==> src/rtl/uart_pkg.sv <==
// uart_pkg: shared UART frame constants, receiver state encoding and parity helper
package uart_pkg;
   localparam int UART_DATA_BITS = 8;
   localparam int UART_STOP_BITS = 1;
   typedef enum logic [2:0] {IDLE, START, DATA, PARITY, STOP, WAIT_HIGH} uart_rx_state_e;
   function automatic logic uart_parity(input logic [UART_DATA_BITS-1:0] data, input logic odd);
      return ^data ^ odd;
   endfunction
endpackage

==> src/rtl/uart_sync2.sv <==
// uart_sync2: two-flop synchronizer for an asynchronous input, with a selectable reset level
module uart_sync2 #(
   parameter bit RESET_VAL = 1'b0
) (
   input  logic clk,
   input  logic reset,
   input  logic d,
   output logic q
);
   logic m;
   always_ff @(posedge clk)
      if (reset) {q, m} <= {2{RESET_VAL}};
      else {q, m} <= {m, d};
endmodule

==> src/rtl/uart_rx_frame.sv <==
// uart_rx_frame: mid-bit sampling receiver for start/8 data/parity/stop frames
module uart_rx_frame import uart_pkg::*; #(
   parameter int CLKS_PER_BIT = 16,
   parameter bit PARITY_ODD   = 1'b0
) (
   input  logic       clk,
   input  logic       reset,
   input  logic       rx_en,
   input  logic       rx,
   output logic [7:0] data_out,
   output logic       data_ready,
   output logic       parity_error,
   output logic       stop_error
);
   localparam int CW = $clog2(CLKS_PER_BIT);
   localparam logic [CW-1:0] MID  = CW'(CLKS_PER_BIT / 2 - 1);
   localparam logic [CW-1:0] LAST = CW'(CLKS_PER_BIT - 1);
   uart_rx_state_e state, state_n;
   logic rx_s, sample, fin;
   logic [CW-1:0] cnt;
   logic [2:0] nbit;
   logic [UART_DATA_BITS-1:0] sh;
   logic perr;
   uart_sync2 #(.RESET_VAL(1'b1)) u_sync (.clk(clk), .reset(reset), .d(rx), .q(rx_s));
   assign sample = cnt == MID;
   assign fin = state == STOP && sample && nbit == 3'(UART_STOP_BITS - 1) && rx_en;
   always_comb begin
      state_n = state;
      case (state)
         IDLE:      state_n = (rx_en && !rx_s) ? START : IDLE;
         START:     state_n = !sample ? START : rx_s ? IDLE : DATA;
         DATA:      state_n = (sample && nbit == 3'(UART_DATA_BITS - 1)) ? PARITY : DATA;
         PARITY:    state_n = sample ? STOP : PARITY;
         STOP:      state_n = !(sample && nbit == 3'(UART_STOP_BITS - 1)) ? STOP : rx_s ? IDLE : WAIT_HIGH;
         WAIT_HIGH: state_n = rx_s ? IDLE : WAIT_HIGH;
         default:   state_n = IDLE;
      endcase
      if (!rx_en && state != IDLE) state_n = IDLE;
   end
   always_ff @(posedge clk) begin
      data_ready <= 1'b0;
      if (reset) begin
         state        <= IDLE;
         cnt          <= '0;
         nbit         <= '0;
         sh           <= '0;
         perr         <= 1'b0;
         data_out     <= '0;
         parity_error <= 1'b0;
         stop_error   <= 1'b0;
      end else begin
         state <= state_n;
         cnt   <= (state == IDLE || cnt == LAST) ? '0 : cnt + 1'b1;
         if (state == START) nbit <= '0;
         if ((state == DATA || state == STOP) && sample) nbit <= nbit + 3'd1;
         if (state == DATA && sample) sh <= {rx_s, sh[UART_DATA_BITS-1:1]};
         if (state == PARITY && sample) perr <= rx_s != uart_parity(sh, PARITY_ODD);
         if (fin) begin
            data_out     <= sh;
            parity_error <= perr;
            stop_error   <= !rx_s;
            data_ready   <= 1'b1;
         end
      end
   end
endmodule

==> config.mk <==
export PLATFORM = sky130hd
export DESIGN_NAME = uart_rx_frame
export DESIGN_NICKNAME = d
export VERILOG_FILES = /design/src/rtl/uart_pkg.sv /design/src/rtl/uart_sync2.sv /design/src/rtl/uart_rx_frame.sv
export SDC_FILE = /design/constraint.sdc
export NUM_CORES = 1
export LEC_CHECK = 0
export CORE_AREA = 2 2 68 70
export CTS_CLUSTER_DIAMETER = 150
export DETAILED_ROUTE_END_ITERATION = 8
export DIE_AREA = 0 0 70 72
export GPL_ROUTABILITY_DRIVEN = 1
export PLACE_DENSITY = 0.58
export SKIP_LAST_GASP = 1
export SLEW_MARGIN = 20
export SYNTH_ARGS = -nofsm -noshare
export SYNTH_HDL_FRONTEND = slang
export SYNTH_HIERARCHICAL = 1
export SYNTH_SLANG_ARGS = --single-unit
export TNS_END_PERCENT = 100
==> constraint.sdc <==
create_clock -name clk -period 1.5 [get_ports clk]
set_input_delay 0.3 -clock clk [delete_from_list [all_inputs] [get_ports clk]]
set_output_delay 0.3 -clock clk [all_outputs]
set_load 0.05 [all_outputs]
# Word-level counts from Yosys, hierarchy flattened
# Cells that the tools add are included.
# op_classes
addsub	2
n_eq_ne	9
muxes	11
n_reduce_logical	21
# op_table
cell	n
$pmux 3 s6	1
$mux 3	5
$logic_and 1x1->1	10
$eq 3x3->1 const B	3
$reduce_xor 8->1	1
$eq 3x2->1 const B	2
$logic_not 3->1	2
$add 4x1->4 const B	1
$eq 4x3->1 const B	1
$eq 4x4->1 const B	1
$mux 2	2
$reduce_or 2->1	2
$add 3x1->3 const B	1
$eq 3x1->1 const B	1
$mux 1	3
$reduce_bool 3->1	1
$logic_not 1->1	2
$logic_or 1x1->1	2
$reduce_bool 2->1	1
$ne 1x1->1	1
# word_totals
ff_bits	32
input_bits	4
out_inout_bits	11
wordCells	54

# Depth between registers and ports, before layout
# logic_depth
depth_word	5
mapped_depth	7
ltp_nobuf	6

# By module
# Netlist, hierarchy kept.
# by_module_without_submodules
mod	instances	cells_each	area_per_inst_um2	seq_area_each_um2
uart_rx_frame	1	154	1403.8	600.6
uart_sync2	1	4	52.6	40.0

# Worst setup path before layout
# OpenSTA, ideal clock, no wires.
# synth_path
path_kind	register to register
startpoint	register cnt[0]
endpoint	register data_out[0]
setup_time_ps	128
t_arrival_ps	1338
t_required_ps	1372
slack_ps	35
stages_incl_launch_ff	7
path_buffers	1
synth_period_minus_slack_ps	1465
cell_sequence	dfxtp_1 > ha_1 > and4bb_1 > nand4_1 > buf_4 > mux2i_1 > nor2_1
# synth_between
elab_chain_cells	4
# synth_lines
item	line	source
start: declaration	uart_rx_frame.sv:20	logic [CW-1:0] cnt;
start signal: assignment	uart_rx_frame.sv:53	cnt <= (state == IDLE || cnt == LAST) ? '0 : cnt + 1'b1;
$eq 4x3->1	uart_rx_frame.sv:25	assign sample = cnt == MID;
$logic_and 1x1->1 (3 in a row)	uart_rx_frame.sv:26	assign fin = state == STOP && sample && nbit == 3'(UART_STOP_BITS - 1) && rx_en;
end signal: assignment	uart_rx_frame.sv:59	data_out <= sh;
end: declaration	uart_rx_frame.sv:10	output logic [7:0] data_out,
# Every way passes these cells.
# A chain may end at the register's enable or synchronous reset.

# Worst setup path after layout
# layout_path
startpoint	register nbit[0]
endpoint	register state[0]
# layout_between
elab_chain_cells	4
word_cells_on_any_way	7
classes_between	eq/ne: 1; mux: 3; reduce/logical: 3
# layout_lines
item	line	source
start: declaration	uart_rx_frame.sv:21	logic [2:0] nbit;
start signal: assignment	uart_rx_frame.sv:55	if ((state == DATA || state == STOP) && sample) nbit <= nbit + 3'd1;
$eq 3x3->1 / $logic_not 3->1 (equally long branches)	uart_rx_frame.sv:32, uart_rx_frame.sv:34	
$logic_and 1x1->1, on equally long branches	uart_rx_frame.sv:32, uart_rx_frame.sv:34	
$mux 1 / $mux 3 (equally long branches)	uart_rx_frame.sv:32, uart_rx_frame.sv:34	
$pmux 3 s6 *	uart_rx_frame.sv:29	case (state)
end signal: assignment	uart_rx_frame.sv:52	state <= state_n;
end: declaration	uart_rx_frame.sv:18	uart_rx_state_e state, state_n;
# Mark *: on every way between the ends. The rest lies on a longest branch, timed or not.

==> results by group <==
Global routing
  – Number of antenna violations at the first check in global routing: 0
  – Vias in the first global route: between 1000 and 1500
  – Pin count of the biggest net entering global routing: 19
  – Overflow after GRT: 0
  – First-pass GRT wire length: between 5000 and 6000 microns
  – GRT Total Usage: between 10% and 20%

Synthesis
  – Ys Warns: 6
  – Post-Syn Nets: about 170
  – Post-synthesis compound-gate area fraction: between 10% and 20%
  – Synth Flop Type: dfxtp_1
  – Post-synth ARST share: 0%
  – Avg Inst Size Synth: 9.22 sq um
  – Post-Synth Adder-Cell Area: around 3.4%
  – Post-synthesis simple-gate area fraction: roughly 22%
  – Flops & latches, synth: 32
  – EDFF count, synth: 0
  – Post-Synth XOR/XNOR Area: under 10%
  – Mux cell area share after synthesis: approximately 8.2%
  – Cell area after synthesis: between 0.001 and 0.0015 sq mm
  – Cell variety after synth: 37
  – Cell count after synthesis: roughly 160
  – Post-synthesis sequential area ratio: 44.0%
  – Largest family of logic cells by synthesized area: simple AND/OR/NAND/NOR gates

Floorplanning
  – Die ar.: roughly 0.0050 sq mm
  – Core Rows: 24
  – Core Area: between 0.004 and 0.005 sq mm
  – Starting Density: 34.2%
  – # IOs: 15
  – Die width: 70 microns
  – Chip Height: between 70 and 80 microns

Final layout
  – Register area: 643 sq um
  – Diodes inserted: 0
  – Most common cell after layout, fill and taps aside: dfxtp_1
  – Leading cell types in the layout, fill and taps excluded: 30 x dfxtp_1, 20 x nor2_1, 17 x buf_4
  – # fillers: around 390
  – Nets: 197
  – Multi-input gate area: 790 sq um
  – Fraction of layout cells with a size suffix above 1: 25.8%
  – Area growth, synth to finish: 38.7%
  – Post-route cell area: between 0.002 and 0.0025 sq mm

Critical path
  – CP Max Fanout: 3
  – Critical Path RT: ~1700 ps
  – R2r startpoint: nbit[0]
  – Crit path DAT: 1600 ps
  – Max incr delay on CP: about 340 ps
  – Delay-heaviest family, CP: compound AO/OA/AOI/OAI gates
  – Startpoint types: register
  – Crit-path slowest cell: dfxtp_1
  – Worst setup EP type: register
  – WS Path Type: register to register
  – Worst Path Buf+Inv: 1
  – Worst R2R Setup Slack: slightly above 70 ps
  – Crit path launch: nbit[0]
  – Crit-path cells: inv_1 -> ha_1 -> nor2b_1 -> a21oi_1 -> nor2_1 -> o31a_1

STA
  – Final Hold Vio Count: 0
  – Clock skew: about 4.8 ps
  – Worst-Margin Slew: between 200 and 300 ps
  – Final Cycle Share: a little over nine tenths
  – Final Worst Setup Slack: between 70 and 80 ps
  – Post-route setup TNS: 0 ps
  – Fin. max-slew vios: 0
  – Fin crit period: 1430 ps
  – Setup-failing EPs final: 0
  – RSZ-0062 raised after global routing: true
  – Worst rel slew slack: 80.8%
  – FMAX: between 0.7 and 0.8 GHz

Clock network
  – CTS tree: done
  – Total CTS buffers: 5
  – Clock slew at reported path FFs: approximately 70 ps
  – Root Buffer: clkbuf_8
  – Count of hold-fix buffers inserted at cts: 0
  – Bufs on Longest Clock Path: 2
  – CTS Sinks: 32
  – H-Tree Depth: 2
  – Clk Latency, worst-skew pair: roughly 280 ps

Pwr
  – Pwr Density: about 850 mW/mm^2
  – Leakage power: roughly 0.86 nW
  – Worst vdd ir: around 0.5 mV

Run status
  – Run status: finished clean

Drt
  – Remaining DRCs: 0
  – First drt pass iteration count: 4
  – Routed wire length: 3080 microns
  – Routed wirelength normalized by instance count: approximately 13 microns
  – Vias per inst: 4.97
  – Initial DRC Count: 76
  – Vias: 1202
  – Number of routed nets with antenna violations: 0

Min path
  – Startpoint of the worst hold path: u_sync/m
  – Hold Path Class: register to register

Place
  – # port buffers: 14
  – Placed cell area: around 0.0019 sq mm
  – DP Wirelength: ~2300 microns
  – GP Congestion: 0.845
  – Pre-CTS WS: -122 ps

Run
  – Max-Cap Viols: 0
## power by group
part	internal, mW	switching (mW)	total [mW]
logic	0.0249	0.0276	0.0525
registers	0.854	0.00337	0.857
clock network	0.492	0.307	0.799
total	1.37	0.338	1.71
## synthesized netlist by cell type (2+ instances only)
cell type | number | area, sq um
xnor2_1 | 3 | 26.3
clkbuf_1 | 3 | 11.3
mux2i_1 | 12 | 120
xnor3_1 | 2 | 45.0
buf_2 | 4 | 20.0
nand2b_1 | 2 | 12.5
nor4_1 | 2 | 12.5
a211oi_1 | 2 | 15.0
nor2_1 | 20 | 75.1
or2_1 | 2 | 12.5
a21oi_1 | 12 | 60.1
nand4_1 | 3 | 18.8
nand3_1 | 8 | 40.0
o21a_1 | 2 | 15.0
buf_4 | 2 | 15.0
a31oi_1 | 2 | 12.5
inv_1 | 4 | 15.0
o21ai_0 | 2 | 10.0
ha_1 | 4 | 50.1
nand2_1 | 13 | 48.8
nor2b_1 | 6 | 37.5
nor3_1 | 2 | 10.0
dfxtp_1 | 32 | 641
## registers in the layout, indices dropped and copies added, names as in the netlist
signal,count
cnt,4
parity_error,1
state,3
sh,8
nbit,3
u_sync/q,1
stop_error,1
data_out,8
perr,1
data_ready,1
u_sync/m,1
## timing repair
| action | 4_1_cts | 5_1_grt |
|---|---|---|
| gates resized for setup | 5 | 6 |
| endpoints found under the setup margin | 19 | 19 |
| cloned | 0 | 0 |
| pin swaps | 0 | 2 |
| setup buffers | 0 | 2 |
## final cells by class
cell class                      instances  area share [%]
Multi-Input combinational cell        113            39.1
Clock inverter                          2            1.73
Timing Repair Buffer                   33            19.8
Clock buffer                            6            3.59
Sequential cell                        32            31.8
Inverter                                4           0.743
Tap cell                               52            3.22
## routing by layer
| layer | GRT usage [%] | wire [microns] | vias to the layer above |
|---|---|---|---|
| met5 | 0 | 0 | - |
| met4 | 7.91 | 40 | 0 |
| met3 | 3.75 | 142 | 4 |
| met2 | 22.0 | 1560 | 26 |
| met1 | 14.3 | 1340 | 567 |
| li1 | - | - | 605 |
## worst register-to-register path, delay by kind of cell (launching register included)
family	cells	cell delay, ps
AO/OA/AOI/OAI	2	510
flip-flops	1	340
AND/OR/NAND/NOR	2	220
adder cells (fa/ha/maj)	1	180
buffers and inverters	1	60
## cell families after synthesis
logic type,count (synthesis)
and+or+nand+nor,64
muxes,12
buffers and inverters,13
DFF,32
AOI/OAI and AO/OA,27
adders and majority gates,4
xor gates and xnor gates,6
## path summary, 6_finish.rpt
kind,end,depth (start not counted)
worst min-delay path,u_sync/q,1
worst min register to register,u_sync/q,1
worst max-delay path,state[0],6
worst max register to register,state[0],6
## stage by stage
stage | total power, mW | cells | hold slack, ps | utilization (%)
6_report | 1.71 | 242 | 408 | 47.4
3_5_place_dp | 0.927 | 232 | 395 | 43.5
5_1_grt | 1.77 | 242 | 450 | 47.4
4_1_cts | 1.73 | 240 | 411 | 46.3
2_1_floorplan | 0.904 | 158 | 385 | -
3_3_place_gp | 0.925 | 232 | 388 | 43.5
Note: power is estimated with default switching activity, not from simulation.
